===== config.mk =====
export PLATFORM = sky130hd
export DESIGN_NAME = coprocessor_command_decoder
export DESIGN_NICKNAME = d
export VERILOG_FILES = /design/src/rtl/coproc_pkg.sv /design/src/rtl/ascii_cmd_lut.sv /design/src/rtl/coprocessor_command_decoder.sv
export SDC_FILE = /design/constraint.sdc
export NUM_CORES = 1
export LEC_CHECK = 0
export BUFFER_PORTS_ARGS = -buffer_cell sky130_fd_sc_hd__buf_2
export CAP_MARGIN = 25
export CELL_PAD_IN_SITES_DETAIL_PLACEMENT = 1
export CELL_PAD_IN_SITES_GLOBAL_PLACEMENT = 2
export CORE_MARGIN = 5
export CORE_UTILIZATION = 26
export DETAILED_ROUTE_END_ITERATION = 8
export PLACE_DENSITY_LB_ADDON = 0.1
export SETUP_SLACK_MARGIN = 0.3
export SLEW_MARGIN = 5
export SYNTH_ARGS = -nofsm -noshare
export SYNTH_HDL_FRONTEND = slang
export SYNTH_SLANG_ARGS = --single-unit

===== constraint.sdc =====
create_clock -name clk -period 1.45 [get_ports clk]
set_clock_uncertainty 0.2 [all_clocks]
set_input_delay 0.0725 -clock clk [delete_from_list [all_inputs] [get_ports clk]]
set_output_delay 0.0725 -clock clk [all_outputs]
set_load 0.02 [all_outputs]

===== src/rtl/coproc_pkg.sv =====
// Shared types and constants for the coprocessor command path: command
// codes, ASCII characters recognised by the decoder, and decoder states.
package coproc_pkg;

  typedef enum logic [1:0] {
    CMD_NONE = 2'd0,
    CMD_A    = 2'd1,
    CMD_S    = 2'd2,
    CMD_M    = 2'd3
  } cmd_t;

  typedef enum logic {
    RECEIVE = 1'b0,
    ISSUE   = 1'b1
  } state_t;

  localparam int unsigned ARRAY_W = 24;

  localparam logic [7:0] LF   = 8'h0A;
  localparam logic [7:0] CH_A = 8'h61;
  localparam logic [7:0] CH_S = 8'h73;
  localparam logic [7:0] CH_M = 8'h6D;

  // Map a command letter to its command code; any other byte means "no command".
  function automatic cmd_t decode_char(input logic [7:0] ch);
    cmd_t res;
    case (ch)
      CH_A:    res = CMD_A;
      CH_S:    res = CMD_S;
      CH_M:    res = CMD_M;
      default: res = CMD_NONE;
    endcase
    return res;
  endfunction

endpackage


===== src/rtl/ascii_cmd_lut.sv =====
// Pure combinational lookup from an ASCII command letter to a command code.
module ascii_cmd_lut
  import coproc_pkg::*;
(
  input  logic [7:0] ch_i,
  output cmd_t       cmd_o
);

  // Translate the letter; unknown letters yield CMD_NONE so the line is dropped.
  always_comb begin
    cmd_o = decode_char(ch_i);
  end

endmodule


===== src/rtl/coprocessor_command_decoder.sv =====
// Parses the UART RX byte stream into coprocessor commands. The last three
// non-LF bytes are kept in a shift register (newest in [7:0]); an LF decodes
// the newest byte into a one-cycle command strobe and clears the register.
// Bytes arriving while the coprocessor is busy are dropped.
module coprocessor_command_decoder
  import coproc_pkg::*;
(
  input  logic                 clk,
  input  logic                 rst,
  input  logic [7:0]           byte_received,
  input  logic                 rx_data_ready,
  input  logic                 coprocessor_busy,
  output logic [1:0]           command,
  output logic [1:0]           command_next,
  output logic [ARRAY_W-1:0]   array,
  output logic [ARRAY_W-1:0]   array_next
);

  state_t             state_q, state_d;
  cmd_t               command_q, command_d;
  logic [ARRAY_W-1:0] array_q, array_d;
  logic               accept_s;
  cmd_t               lut_cmd_s;

  // The command letter is always the newest byte in the shift register.
  ascii_cmd_lut u_lut (
    .ch_i  (array_q[7:0]),
    .cmd_o (lut_cmd_s)
  );

  // Next-state logic: accept/drop bytes, shift or decode on LF. ISSUE behaves
  // like RECEIVE for input handling so an LF arriving there is processed normally.
  always_comb begin
    accept_s  = rx_data_ready & ~coprocessor_busy;
    array_d   = array_q;
    command_d = CMD_NONE;
    state_d   = RECEIVE;
    case (state_q)
      RECEIVE, ISSUE: begin
        if (accept_s) begin
          if (byte_received == LF) begin
            command_d = lut_cmd_s;
            array_d   = {ARRAY_W{1'b0}};
            if (lut_cmd_s != CMD_NONE) begin
              state_d = ISSUE;
            end else begin
              state_d = RECEIVE;
            end
          end else begin
            array_d = {array_q[15:0], byte_received};
            state_d = RECEIVE;
          end
        end else begin
          array_d = array_q;
          state_d = RECEIVE;
        end
      end
      default: begin
        array_d   = {ARRAY_W{1'b0}};
        command_d = CMD_NONE;
        state_d   = RECEIVE;
      end
    endcase
  end

  // State and output registers with synchronous active-high reset.
  always_ff @(posedge clk) begin
    if (rst) begin
      state_q   <= RECEIVE;
      command_q <= CMD_NONE;
      array_q   <= {ARRAY_W{1'b0}};
    end else begin
      state_q   <= state_d;
      command_q <= command_d;
      array_q   <= array_d;
    end
  end

  assign command      = command_q;
  assign command_next = command_d;
  assign array        = array_q;
  assign array_next   = array_d;

endmodule


# Word-level counts from Yosys, hierarchy flattened
# Cells that the tools add are included.
[totals]
register_bits = 26
inputBits = 12
output_inout_bits = 52
elab_cells = 13
[op_classes]
eq_ne = 4
muxes = 5
bitwise = 2
[ops]
columns = ["cell", "count"]
rows = [
  ["2-to-1 mux 24 bit", 2],
  ["equality test 8 x 7 -> 1 bit, second input constant", 3],
  ["equality test 8 x 4 -> 1 bit, second input constant", 1],
  ["one-hot mux 2 bit (3 select lines)", 1],
  ["2-to-1 mux 2 bit", 2],
  ["AND 1 bit", 1],
  ["inverter 1 bit", 1],
]

# Longest topological paths before layout
[logic_depth]
ltp_word = 4
mapped_depth = 6

# Modules after synthesis
# Synthesis repeated with hierarchy kept, for this count alone.
[hier_totals]
cells_unflattened = 135
hier_area_um2 = 1222.4
[modules_own_cells]
columns = ["mod", "n_inst", "cells_per_inst", "area_each_um2", "seq_area_each_um2"]
rows = [
  ["coprocessor_command_decoder", 1, 129, 1171.1, 520.5],
  ["ascii_cmd_lut", 1, 6, 51.3, 0.0],
]

# Worst setup path before layout
# OpenSTA, ideal clock, no wires.
[synth_timing]
path_kind = "register to output"
start = "register array_q[2] (netlist: array[2])"
end = "output port command_next[1]"
arrival_time_ns = 1.248
slack_ns = -0.070
stages_incl_launch_ff = 4
n_path_buf = 0
cell_sequence = "dfxtp_1 -> nor4bb_1 -> o211ai_1 -> nor2_1"
[synth_between]
elab_chain_cells = 4
elab_cells_between_ends = 6
classes_between = "eq/ne (3); mux (3)"
[synth_rtl]
columns = ["element", "line", "text"]
rows = [
  ["start: declaration", "coprocessor_command_decoder.sv:21", "logic [ARRAY_W-1:0] array_q, array_d;"],
  ["start signal: assignment", "coprocessor_command_decoder.sv:71", "array_q <= {ARRAY_W{1'b0}};"],
  ["start signal: assignment", "coprocessor_command_decoder.sv:75", "array_q <= array_d;"],
  ["equality test 8 x 7 -> 1 bit", "coproc_pkg.sv:27", "case (ch)"],
  ["one-hot mux 2 bit (3 select lines) (*)", "coproc_pkg.sv:27", ""],
  ["2-to-1 mux 2 bit (*)", "coprocessor_command_decoder.sv:41", "if (byte_received == LF) begin"],
  ["2-to-1 mux 2 bit (*)", "coprocessor_command_decoder.sv:40", "if (accept_s) begin"],
  ["end: declaration", "coprocessor_command_decoder.sv:14", "output logic [1:0] command_next,"],
]
# Mark *: on every way between the ends. The rest lies on a longest branch, timed or not.

# Worst setup path after layout
[layout_timing]
start = "register array_q[4] (netlist: array[4])"
end = "output port command_next[1]"
# Same word-level chain as after synthesis.

==> qor.json <==
{
  "run_status": {
    "status": "complete, but fails checks",
    "failed_checks": "hold timing, setup timing"
  },
  "timing": {
    "max_transition_viols_final": 0,
    "clock.fmax_mhz": 595,
    "timing_worst_slew_pin_value_ns": 0.732,
    "fin_setup_tns_ns": -0.701,
    "final.setup.worst_slack_ns": -0.230,
    "rsz0062_at_grt": "true",
    "final.hold.worst_slack_ns": -0.0495,
    "post_layout_min_period_ns": 1.68,
    "slew_headroom": 0.512,
    "hold_viol": 5,
    "final-setup-viol-count": 5,
    "final_min_period_over_clock_period": 1.16
  },
  "floorplanning": {
    "dieArea_sq_mm": 0.00705,
    "io_pins": 64,
    "fp.coreArea_sq_mm": 0.00541,
    "die_h_um": 83.9,
    "die_x_um": 83.9,
    "initial_core_util": 0.263,
    "placementRows": 27
  },
  "logic_synthesis": {
    "yosys_warnings": 0,
    "synth_cell_types": 30,
    "synth-seq-area-share": 0.366,
    "syn_avg_cell_area_sq_um": 9.11,
    "synth_enable_flop_cells": 0,
    "synth_ff_type": "sky130_fd_sc_hd__dfxtp_1",
    "total_nets_after_synthesis": 168,
    "synthesis.instances": 156,
    "yosys_register_bits": 26,
    "synth_area_sq_mm": 0.00142,
    "asyncSetResetFlopFracSynth": 0
  },
  "power_and_ir_drop": {
    "leakage_nw": 1.23,
    "p_switching_uw": 480,
    "clkPwrFrac": 0.290,
    "netSwitchingFraction": 0.286,
    "max-vdd-ir-drop_uv": 301,
    "power.combinational.fraction": 0.268,
    "seq_power_share": 0.442,
    "internal-power_mw": 1.20,
    "power_density_mw_per_mm2": 579
  },
  "detailed_routing": {
    "wl_per_cell_um": 16.9,
    "num_vias": 1567,
    "drt_iter0_drc": 48,
    "final_antenna_net_count": 0,
    "drt_first_pass_iters": 4,
    "vias_per_cell": 4.81,
    "route.final.wire_length_mm": 5.50,
    "post-route-drc-count": 0
  },
  "clock_tree": {
    "root_buffer": "sky130_fd_sc_hd__clkbuf_8",
    "cts.sinks": 26,
    "clock_insertion_delay_worst_skew_ns": 0.27,
    "cts_tree": "built",
    "clkSlewWorstSetupHoldPaths_ns": 0.10,
    "cts.path.max_buffers": 2,
    "tritoncts.num_buffers": 3,
    "htree_num_levels": 1
  },
  "grt": {
    "initial_antenna_violation_count": 0,
    "grt_start_max_net_pins": 37,
    "first_global_vias": 1688,
    "grt_overflow_total": 0,
    "grt_first_pass_wirelength_mm": 8.42,
    "grtUsageTotal": 0.147
  },
  "finish": {
    "n_antenna_cell": 0,
    "drive_gt1_frac": 0.752,
    "commonest_non_fill_non_tap_cell_in_the_layout": "sky130_fd_sc_hd__buf_6",
    "layout_common_cells": "sky130_fd_sc_hd__buf_6, sky130_fd_sc_hd__buf_2, sky130_fd_sc_hd__nand2_1",
    "flow.area_growth_from_synthesis_pct": 104,
    "final.fill_count": 599,
    "nets": 267
  },
  "setup_path": {
    "r2r_start": "array[4]",
    "setup.worst_path.start": "array[4]",
    "critPathLaunchType": "flip-flop",
    "path_cells": "nor4bb_2 > o211ai_1 > nor2_2 > buf_6",
    "critical-path-slowest-cell": "sky130_fd_sc_hd__dfxtp_4",
    "crit_family": "simple AND/OR/NAND/NOR gates",
    "cp_slowest_stage_delay_ns": 0.39,
    "worstPathMaxFanout": 4,
    "worstSetupEndpointType": "primary output",
    "cp.arrival_ns": 1.41,
    "critical_path_class": "flip-flop to primary output",
    "critPathRequiredTime_ns": 1.18,
    "critical_path.n_buffers_inverters": 1
  },
  "placement": {
    "place_hpwl_mm": 3.50,
    "input_output_buffers": 63,
    "dp_slack_ns": 0.00977,
    "routabilityCongestion": 0.715
  },
  "job": {
    "max_cap_check_violation_count": 0
  },
  "hold_path": {
    "hold_path_class": "primary input to flip-flop",
    "timing.hold.worst.start": "byte_received[3]"
  }
}
final cells by class:
type                       instances  area [sq um]  area share
tap                               72          90.1      0.0311
multi-input combinational        107          1060       0.367
timing repair buffer             109          1090       0.376
inverter                           8          37.5      0.0130
clock buffer                       4          55.1      0.0190
sequential                        26           561       0.194
flip-flops by register name, summed over array words and instances, names as in the netlist:
name / cells
array: 24
command: 2
power by group through the flow:
stage	Clock [mW]	Sequential [mW]	Combinational, mW
after floorplan	0	0.779	0.169
after global placement	0	0.764	0.283
after detailed placement	0	0.764	0.288
after CTS	0.505	0.741	0.403
after global routing	0.533	0.744	0.476
final	0.486	0.742	0.450
cell families (layout without fill, tap and decap cells):
group,after synthesis,after routing,share of synthesized area
DFF,26,26,0.366
AOI/OAI and AO/OA,37,37,0.227
buffers and inverters,23,121,0.0907
muxes,6,6,0.0475
xor gates and xnor gates,1,1,0.00616
and+or+nand+nor,63,63,0.262
layer usage:
layer	wire, um	vias to the layer above	global-route usage	share of wire
li1	-	753	-	-
met1	2210	765	0.168	0.40
met2	3030	43	0.278	0.55
met3	221	6	0.0267	0.040
met4	36	0	0.0351	0.0065
met5	0	-	0	0
through the flow:
| step | util | power [mW] | cell area (sq um) | hold WS [ns] | instances |
|---|---|---|---|---|---|
| floorplan | - | 0.948 | 1570 | 0.0797 | 156 |
| global placement | 0.366 | 1.05 | 1980 | 0.244 | 287 |
| detailed placement | 0.366 | 1.05 | 1980 | 0.239 | 287 |
| CTS | 0.488 | 1.65 | 2640 | -0.0663 | 314 |
| global route | 0.536 | 1.75 | 2900 | -0.0476 | 326 |
| finish | 0.536 | 1.68 | 2900 | -0.0495 | 326 |
worst min-delay path, cell delays in order:
cell and delay (ns):
sky130_fd_sc_hd__buf_2 0.11, sky130_fd_sc_hd__inv_1 0.10, sky130_fd_sc_hd__o41ai_1 0.10
worst paths after layout:
check	end	slack (ns)	cells past startpoint
worst max-delay path	command_next[1]	-0.23	4
worst min-delay path	array[3]	-0.05	3
worst max register to register	command[1]	-0.09	5
worst min register to register	array[16]	0.31	2
cells in the mapped netlist, drive strengths merged, types with 2 or more instances:
library cell | instances | area share
nand2b | 3 | 0.013
a211o | 6 | 0.042
mux2 | 6 | 0.048
nand3b | 12 | 0.063
o32ai | 6 | 0.058
a21oi | 6 | 0.021
nor2b | 7 | 0.031
nor4b | 2 | 0.033
o31ai | 4 | 0.028
nor2 | 3 | 0.0079
o22ai | 8 | 0.035
nand2 | 29 | 0.077
nor3 | 2 | 0.0070
o21ai | 4 | 0.025
o41ai | 2 | 0.012
dfxtp | 26 | 0.37
inv | 8 | 0.021
clkbuf | 6 | 0.016
buf | 9 | 0.054
nor4bb | 2 | 0.014
timing repair:
item,CTS,global route
buffers inserted,23,12
pin swaps,19,13
gates resized for setup,133,42
endpoints found under the setup margin,29,51
hold endpoints to repair,5,5
gates cloned,0,0
Power figures use the tool's default switching activity.
